[src/rtl/fw_wishbone_sram_ctrl_multi.sv]
// fw_wishbone_sram_ctrl_multi
//   Round-robin arbiter that puts N_PORTS Wishbone-classic target ports onto
//   one single-port synchronous SRAM. The SRAM has a 1-cycle read latency and
//   a byte write mask. A word index at or beyond MEM_WORDS ends with an error
//   termination and never reaches the SRAM.
//
// Ports
//   clock, reset_n       clock (rising edge) and async active-low reset
//   t_adr/t_dat_w/t_sel  per-port byte address, write data, byte selects
//   t_cyc/t_stb/t_we     per-port cycle, strobe, write enable
//   t_dat_r/t_ack/t_err  per-port read data and terminations (one cycle)
//   sram_*               SRAM macro interface (ce/we active high)
//
// state  | meaning
// -------+--------------------------------------------------------------
// IDLE   | pick the next requesting port at or after rr_ptr
// ACCESS | drive the SRAM for the granted port and register the outcome
// RESP   | present ack/err (and read data) to the granted port
module fw_wishbone_sram_ctrl_multi #(
  parameter int N_PORTS   = 2,
  parameter int ADR_WIDTH = 32,
  parameter int DAT_WIDTH = 32,
  parameter int MEM_WORDS = 1024,
  localparam int SEL_W         = DAT_WIDTH / 8,
  localparam int WORD_LSB      = (SEL_W > 1) ? $clog2(SEL_W) : 0,
  localparam int MEM_ADR_WIDTH = (MEM_WORDS > 1) ? $clog2(MEM_WORDS) : 1
) (
  input  logic                         clock,
  input  logic                         reset_n,
  input  logic [N_PORTS*ADR_WIDTH-1:0] t_adr,
  input  logic [N_PORTS*DAT_WIDTH-1:0] t_dat_w,
  output logic [N_PORTS*DAT_WIDTH-1:0] t_dat_r,
  input  logic [N_PORTS-1:0]           t_cyc,
  input  logic [N_PORTS-1:0]           t_stb,
  input  logic [N_PORTS-1:0]           t_we,
  input  logic [N_PORTS*SEL_W-1:0]     t_sel,
  output logic [N_PORTS-1:0]           t_ack,
  output logic [N_PORTS-1:0]           t_err,
  output logic [MEM_ADR_WIDTH-1:0]     sram_addr,
  output logic                         sram_ce,
  output logic                         sram_we,
  output logic [SEL_W-1:0]             sram_wmask,
  output logic [DAT_WIDTH-1:0]         sram_wdata,
  input  logic [DAT_WIDTH-1:0]         sram_rdata
);

  localparam int GNT_W = (N_PORTS > 1) ? $clog2(N_PORTS) : 1;
  localparam int IDX_W = ADR_WIDTH - WORD_LSB;
  localparam logic [IDX_W:0] MEM_WORDS_C = (IDX_W + 1)'(MEM_WORDS);

  typedef enum logic [1:0] {
    S_IDLE   = 2'd0,
    S_ACCESS = 2'd1,
    S_RESP   = 2'd2
  } state_t;

  state_t           state, state_nxt;
  logic [GNT_W-1:0] gnt, gnt_nxt;
  logic [GNT_W-1:0] rr_ptr, rr_ptr_nxt;
  logic             res_ack, res_ack_nxt;
  logic             res_err, res_err_nxt;
  logic             res_rd, res_rd_nxt;

  logic [N_PORTS-1:0] req;
  logic               g_req, g_we, in_range;
  logic [IDX_W-1:0]   g_idx;
  logic [DAT_WIDTH-1:0] g_dat;
  logic [SEL_W-1:0]   g_sel;
  logic               pick_found;
  logic [GNT_W-1:0]   pick;

  // Byte-lane address bits are meaningless to a word-wide SRAM.
  logic [N_PORTS*ADR_WIDTH-1:0] unused_t_adr;
  assign unused_t_adr = t_adr;

  assign req = t_cyc & t_stb;

  // Request and payload of the currently granted port.
  always_comb begin
    g_req = 1'b0;
    g_we  = 1'b0;
    g_idx = '0;
    g_dat = '0;
    g_sel = '0;
    for (int i = 0; i < N_PORTS; i++) begin
      if (gnt == GNT_W'(i)) begin
        g_req = req[i];
        g_we  = t_we[i];
        g_idx = t_adr[i*ADR_WIDTH+WORD_LSB +: IDX_W];
        g_dat = t_dat_w[i*DAT_WIDTH +: DAT_WIDTH];
        g_sel = t_sel[i*SEL_W +: SEL_W];
      end
    end
  end

  assign in_range = {1'b0, g_idx} < MEM_WORDS_C;

  // Round-robin pick: first requester at or above rr_ptr, otherwise wrap to
  // the lowest requester below it.
  always_comb begin
    pick_found = 1'b0;
    pick       = '0;
    for (int i = 0; i < N_PORTS; i++) begin
      if (!pick_found && req[i] && (GNT_W'(i) >= rr_ptr)) begin
        pick_found = 1'b1;
        pick       = GNT_W'(i);
      end
    end
    for (int i = 0; i < N_PORTS; i++) begin
      if (!pick_found && req[i]) begin
        pick_found = 1'b1;
        pick       = GNT_W'(i);
      end
    end
  end

  always_ff @(posedge clock or negedge reset_n) begin
    if (!reset_n) begin
      state   <= S_IDLE;
      gnt     <= '0;
      rr_ptr  <= '0;
      res_ack <= 1'b0;
      res_err <= 1'b0;
      res_rd  <= 1'b0;
    end else begin
      state   <= state_nxt;
      gnt     <= gnt_nxt;
      rr_ptr  <= rr_ptr_nxt;
      res_ack <= res_ack_nxt;
      res_err <= res_err_nxt;
      res_rd  <= res_rd_nxt;
    end
  end

  always_comb begin
    state_nxt   = state;
    gnt_nxt     = gnt;
    rr_ptr_nxt  = rr_ptr;
    res_ack_nxt = res_ack;
    res_err_nxt = res_err;
    res_rd_nxt  = res_rd;
    sram_ce     = 1'b0;
    sram_we     = 1'b0;
    sram_addr   = '0;
    sram_wmask  = '0;
    sram_wdata  = '0;
    t_ack       = '0;
    t_err       = '0;
    t_dat_r     = '0;
    case (state)
      S_IDLE: begin
        if (pick_found) begin
          gnt_nxt    = pick;
          rr_ptr_nxt = (pick == GNT_W'(N_PORTS - 1)) ? '0 : pick + GNT_W'(1);
          state_nxt  = S_ACCESS;
        end
      end
      S_ACCESS: begin
        // A dropped request leaves both flags clear: RESP then stays silent.
        res_ack_nxt = g_req & in_range;
        res_err_nxt = g_req & ~in_range;
        res_rd_nxt  = ~g_we;
        if (g_req && in_range) begin
          sram_ce    = 1'b1;
          sram_we    = g_we;
          sram_addr  = g_idx[MEM_ADR_WIDTH-1:0];
          sram_wdata = g_dat;
          if (g_we) sram_wmask = g_sel;
        end
        state_nxt = S_RESP;
      end
      S_RESP: begin
        for (int i = 0; i < N_PORTS; i++) begin
          if (gnt == GNT_W'(i)) begin
            t_ack[i] = res_ack;
            t_err[i] = res_err;
            if (res_ack && res_rd) t_dat_r[i*DAT_WIDTH +: DAT_WIDTH] = sram_rdata;
          end
        end
        state_nxt = S_IDLE;
      end
      default: state_nxt = S_IDLE;
    endcase
  end

endmodule

[config.mk]
export PLATFORM = sky130hd
export DESIGN_NAME = fw_wishbone_sram_ctrl_multi
export DESIGN_NICKNAME = d
export VERILOG_FILES = /design/src/rtl/fw_wishbone_sram_ctrl_multi.sv
export SDC_FILE = /design/constraint.sdc
export NUM_CORES = 1
export LEC_CHECK = 0
export ABC_AREA = 1
export CAP_MARGIN = 15
export CORE_AREA = 2 2 114 116
export CTS_BUF_LIST = sky130_fd_sc_hd__clkbuf_16
export CTS_CLUSTER_DIAMETER = 100
export DETAILED_ROUTE_END_ITERATION = 12
export DIE_AREA = 0 0 116 118
export RECOVER_POWER = 100
export SLEW_MARGIN = 20
export SYNTH_ARGS = -nofsm -noshare
export SYNTH_HDL_FRONTEND = slang
export SYNTH_SLANG_ARGS = --single-unit
[constraint.sdc]
create_clock -name clock -period 3.8 [get_ports clock]
set_clock_uncertainty 0.05 [all_clocks]
set_input_delay 0.95 -clock clock [delete_from_list [all_inputs] [get_ports clock]]
set_output_delay 0.95 -clock clock [all_outputs]
set_load 0.01 [all_outputs]
# Word-level counts from Yosys, hierarchy flattened
# Cells that the tools add are included.
dict set report word_totals {
  out_inout_bits 116
  reg_bits 7
}
dict set report classes {
  n_reduce_logical 12
  magnitude_cmp 3
  bitwise 5
  muxes 36
  n_eq_ne 3
  addsub 1
}
# cell count
set ops {}
lappend ops {{2-to-1 mux 32 bit} 6}
lappend ops {{2-to-1 mux 64 bit} 1}
lappend ops {{less-than comparator 30 x 11 -> 1 bit (second input constant)} 1}
lappend ops {{2-to-1 mux 30 bit} 1}
lappend ops {{2-to-1 mux 10 bit} 2}
lappend ops {{2-to-1 mux 1 bit} 18}
lappend ops {{2-to-1 mux 4 bit} 4}
lappend ops {{logical AND 1 bit} 7}
lappend ops {{2-to-1 mux 2 bit} 3}
lappend ops {{one-hot mux 2 bit (2 select lines)} 1}
lappend ops {{zero test 1 bit} 3}
lappend ops {{bitwise AND 1 bit} 2}
lappend ops {{bitwise AND 2 bit} 1}
lappend ops {{== test 2 x 1 -> 1 bit (second input constant)} 1}
lappend ops {{== test 2 bit (second input constant)} 1}
lappend ops {{greater-or-equal comparator 1 bit (first input constant)} 2}
lappend ops {{zero test 2 bit} 1}
lappend ops {{!= test 2 bit (second input constant)} 1}
lappend ops {{inverter 1 bit} 2}
lappend ops {{AND reduction 2 bit} 1}
lappend ops {{adder 1 bit (second input constant)} 1}

# Longest topological paths before layout
dict set report logic_depth {
  depth_word 15
  depth_mapped 8
  ltp_nobuf 7
}

# Worst setup path after synthesis
# OpenSTA, ideal clock, no wires.
dict set report synth_path {
  path_type {input to output}
  startpoint {input port t_adr[31]}
  endpoint {output port sram_addr[0]}
  setup_slack_ns 0.989
  arrival_time_ns 1.811
  path_buffers 1
  t_required_ns 2.800
  stages 7
  path_cell_list {or2_1 > nor2_1 > nand3_1 > nand2_2 > nand2_4 > buf_6 > nor2_1}
}
dict set report synth_via {
  elab_chain_len 5
}
# element line_no
set synth_lines {}
lappend synth_lines {{start, declared} 30} ;# input logic [N_PORTS*ADR_WIDTH-1:0] t_adr,
lappend synth_lines {{2-to-1 mux 30 bit} 86} ;# if (gnt == GNT_W'(i)) begin
lappend synth_lines {{less-than comparator 30 x 11 -> 1 bit} 96} ;# assign in_range = {1'b0, g_idx} < MEM_WORDS_C;
lappend synth_lines {{logical AND 1 bit} 163} ;# if (g_req && in_range) begin
lappend synth_lines {{2-to-1 mux 10 bit} 163}
lappend synth_lines {{2-to-1 mux 10 bit} 150} ;# case (state)
lappend synth_lines {{end, declared} 39} ;# output logic [MEM_ADR_WIDTH-1:0] sram_addr,
# No other way between the ends.

# Worst setup path in the final report
dict set report layout_path {
  startpoint {input port t_adr[31]}
  endpoint {output port sram_wdata[21]}
}
dict set report layout_via {
  elab_chain_len 5
}
# element line_no
set layout_lines {}
lappend layout_lines {{2-to-1 mux 30 bit} 86}
lappend layout_lines {{less-than comparator 30 x 11 -> 1 bit} 96}
lappend layout_lines {{logical AND 1 bit} 163}
lappend layout_lines {{2-to-1 mux 32 bit} 163}
lappend layout_lines {{2-to-1 mux 32 bit} 150}
lappend layout_lines {{end, declared} 43} ;# output logic [DAT_WIDTH-1:0] sram_wdata,
# No other way between the ends.

==> impl_metrics.ini <==
[logic_synthesis]
syn_area_per_cell_um2 = 5.55
yosysMostFrequentCell = nor2_1
synthTopCellsByCount = nor2_1 (130), nand2_1 (54), mux2i_1 (46), inv_1 (15), nor2_2 (10)
netlist_top_cells_area = nor2_1 (30%), mux2i_1 (28%), nand2_1 (12%)
yosysTopAreaCell = nor2_1
synthCells = 296
async_flop_share_pct = 100
ys_warn_count = 0
synth_flop_cell = dfrtp_1
synth_nets = 472
ys_seq_elements = 7
synth_top_area_share_pct = 29.7
netlist_area_um2 = 1640
synth_cell_type_count = 19
synth_edf_count = 0
ys_seq_area_share_pct = 10.7

[run]
maxCapViolCount = 0

[placed_design]
place_congestion = 0.765
place_hpwl_mm = 8.09
io_buffers = 287
place_area_um2 = 4690

[global_route]
grt_max_degree = 47
antenna_found_initial = 0
grt_usage_pct = 12.6
grt_pass1_vias = 2873
overflow = 0
grt_pass1_wl_mm = 13.8

[clock_tree]
cts_buffer_depth = 2
cts_max_level = 1
ctsRootBufferMaster = clkbuf_16
tritoncts = done
clock_sinks = 7
cts_buffers = 3
insertion_delay_ns = 0.23
cts.hold.buffers_added = 0
cts.clk_slew.worst_paths_ns = 0.04

[pwr]
pwr-share-seq_pct = 14.5
peakVddDrop_mv = 0.114
power.leakage_uw = 0.00222
p_per_area_nw_per_um2 = 159
p_comb_share_pct = 61.8
switching_share_pct = 32.1
p_int_uw = 503
p_switching_uw = 238
clkPwrFrac_pct = 23.7
p_total_uw = 741

[setup_path]
critical_path_required_ns = 2.80
critPathMaxFanout = 44
endpoint_kind = primary output
crit_arrival_ns = 2.58
ff2ff_setup_slack_ns = 2.33
worstReg2RegStart = gnt
crit_path_start_kind = input pin
ff2ff_path_depth = 7
reg2reg_to = res_ack
worstSetupPathType = in2out

[timing]
post-route-min-period_ns = 3.58
worstMarginPinSlew_ns = 0.776
worst_slew_margin_rel_pct = 48.3
rsz0062_at_grt = false
hold_viol_final = 0
slew_viol_final = 0
fmax_mhz = 279
whs_ns = 0.423
finalSetupViolCount = 0
finalCritPeriodShare_pct = 94.3

[route]
via_count = 2891
drc = 0
drt_iter0_drc = 108
vias_per_cell = 3.86
wl_mm = 9.33
routed-wl-met2_mm = 4.86
ant_nets = 0
highest_layer = met4
drt-met1-wl_mm = 3.26
route.met3.wl_mm = 1.19
wl_per_cell_um = 12.5
first_pass_iters = 4

[cells_and_area]
num-fill-cells = 1336
area_growth_pct = 184
finish.utilization_pct = 37.6
drive_gt1_share_pct = 3.65
n_antenna_cell = 0
nets = 753
final_area_um2 = 4670

[floorplanning]
die_area_um2 = 13700
rows = 41
initial_core_util_pct = 13.2
ioPinCount = 292
die_w_um = 116
core_area_um2 = 12400
die-height_um = 118

[run_status]
status = complete, no violations

[min_path]
hold_depth = 1
worst_hold_startpoint = rr_ptr
hold_end = rr_ptr
hp-class = reg2reg
-- metal layers --
metal  GRT usage [%]  vias up
met5               0        -
met4           0.670        0
met3            5.15        2
met2            25.3      174
met1            12.2     1238
li1                -     1477
-- stage by stage --
step | setup TNS (ns) | worst slack (ns) | cells
6_report | 0 | 0.216 | 748
5_1_grt | 0 | 0.0564 | 748
4_1_cts | 0 | 0.00141 | 748
3_5_place_dp | -0.0835 | -0.0457 | 744
3_3_place_gp | -0.0392 | -0.0151 | 744
2_1_floorplan | 0 | 0.989 | 296
-- worst max-delay path, cell delays in order --
cell and delay [ns]:
clkdlybuf4s50_1 0.38, or2_1 0.20, nor2_1 0.10, nand3_1 0.09
nand2_1 0.15, nand2_4 0.06, buf_12 0.17, nor2_1 0.12
clkdlybuf4s25_1 0.33
-- power by group through the flow --
stage          registers (uW)  clock network, uW  logic (uW)
4_1_cts                   108                179         467
2_1_floorplan             102                  0         252
3_5_place_dp              109                  0         466
3_3_place_gp              109                  0         458
5_1_grt                   111                184         498
6_report                  107                176         458
-- state kept, by name, summed over array words and instances, names as in the netlist --
signal	cells
state	2
gnt	1
res_ack	1
res_err	1
res_rd	1
rr_ptr	1
-- kinds of logic (layout without fill, tap and decap cells) --
family                 after synthesis  in the layout  share of synthesized area (%)
AND/OR/NAND/NOR                    200            200                           48.2
multiplexers                        46             46                           28.0
buffers and inverters               34            314                           10.2
AO/OA/AOI/OAI                        9              9                           2.97
flip-flops                           7              7                           10.7
-- cell usage in the layout (no fill, tap or decap), types with 2 or more instances in the layout --
cell type and count:
clkdlybuf4s50_1 184, clkbuf_2 2, o21ai_0 4, nand2_1 55, mux2i_1 46, nor2_1 130
dlygate4sd3_1 55, buf_4 3, nand3_1 3, dlymetal6s4s_1 7, clkbuf_1 18, clkdlybuf4s25_1 18
nor2_2 10, inv_1 16, clkbuf_16 3, dlygate4sd2_1 7, a21oi_1 3, dfrtp_1 6
-- final cells by class --
class / count / area (um^2) / share of cell area [%]
Clock inverter: 1 / 3.75 / 0.0804
Inverter: 15 / 56.3 / 1.21
Multi-Input combinational cell: 255 / 1300 / 27.8
Sequential cell: 7 / 176 / 3.78
Timing Repair Buffer: 295 / 2840 / 60.9
Tap cell: 172 / 215 / 4.61
Clock buffer: 3 / 75.1 / 1.61
-- how the worst max path moves through the flow --
stage,start,to,slack (ns),depth (start not counted)
5_1_grt,res_rd,t_dat_r[16],0.06,6
3_5_place_dp,t_adr[31],sram_wmask[0],-0.05,9
3_3_place_gp,t_adr[31],sram_wmask[2],-0.02,9
6_report,t_adr[31],sram_wdata[21],0.22,9
4_1_cts,t_adr[31],sram_wdata[21],0.001,9
2_1_floorplan,t_adr[31],sram_addr[0],0.99,7
-- what timing repair did --
item                       in CTS  in global routing
setup endpoints to repair       7                 41
setup buffers                   0                  0
hold endpoints to repair        0                  0
cloned                          0                  0
resized for setup               7                 41
(Power assumes the default switching activity.)
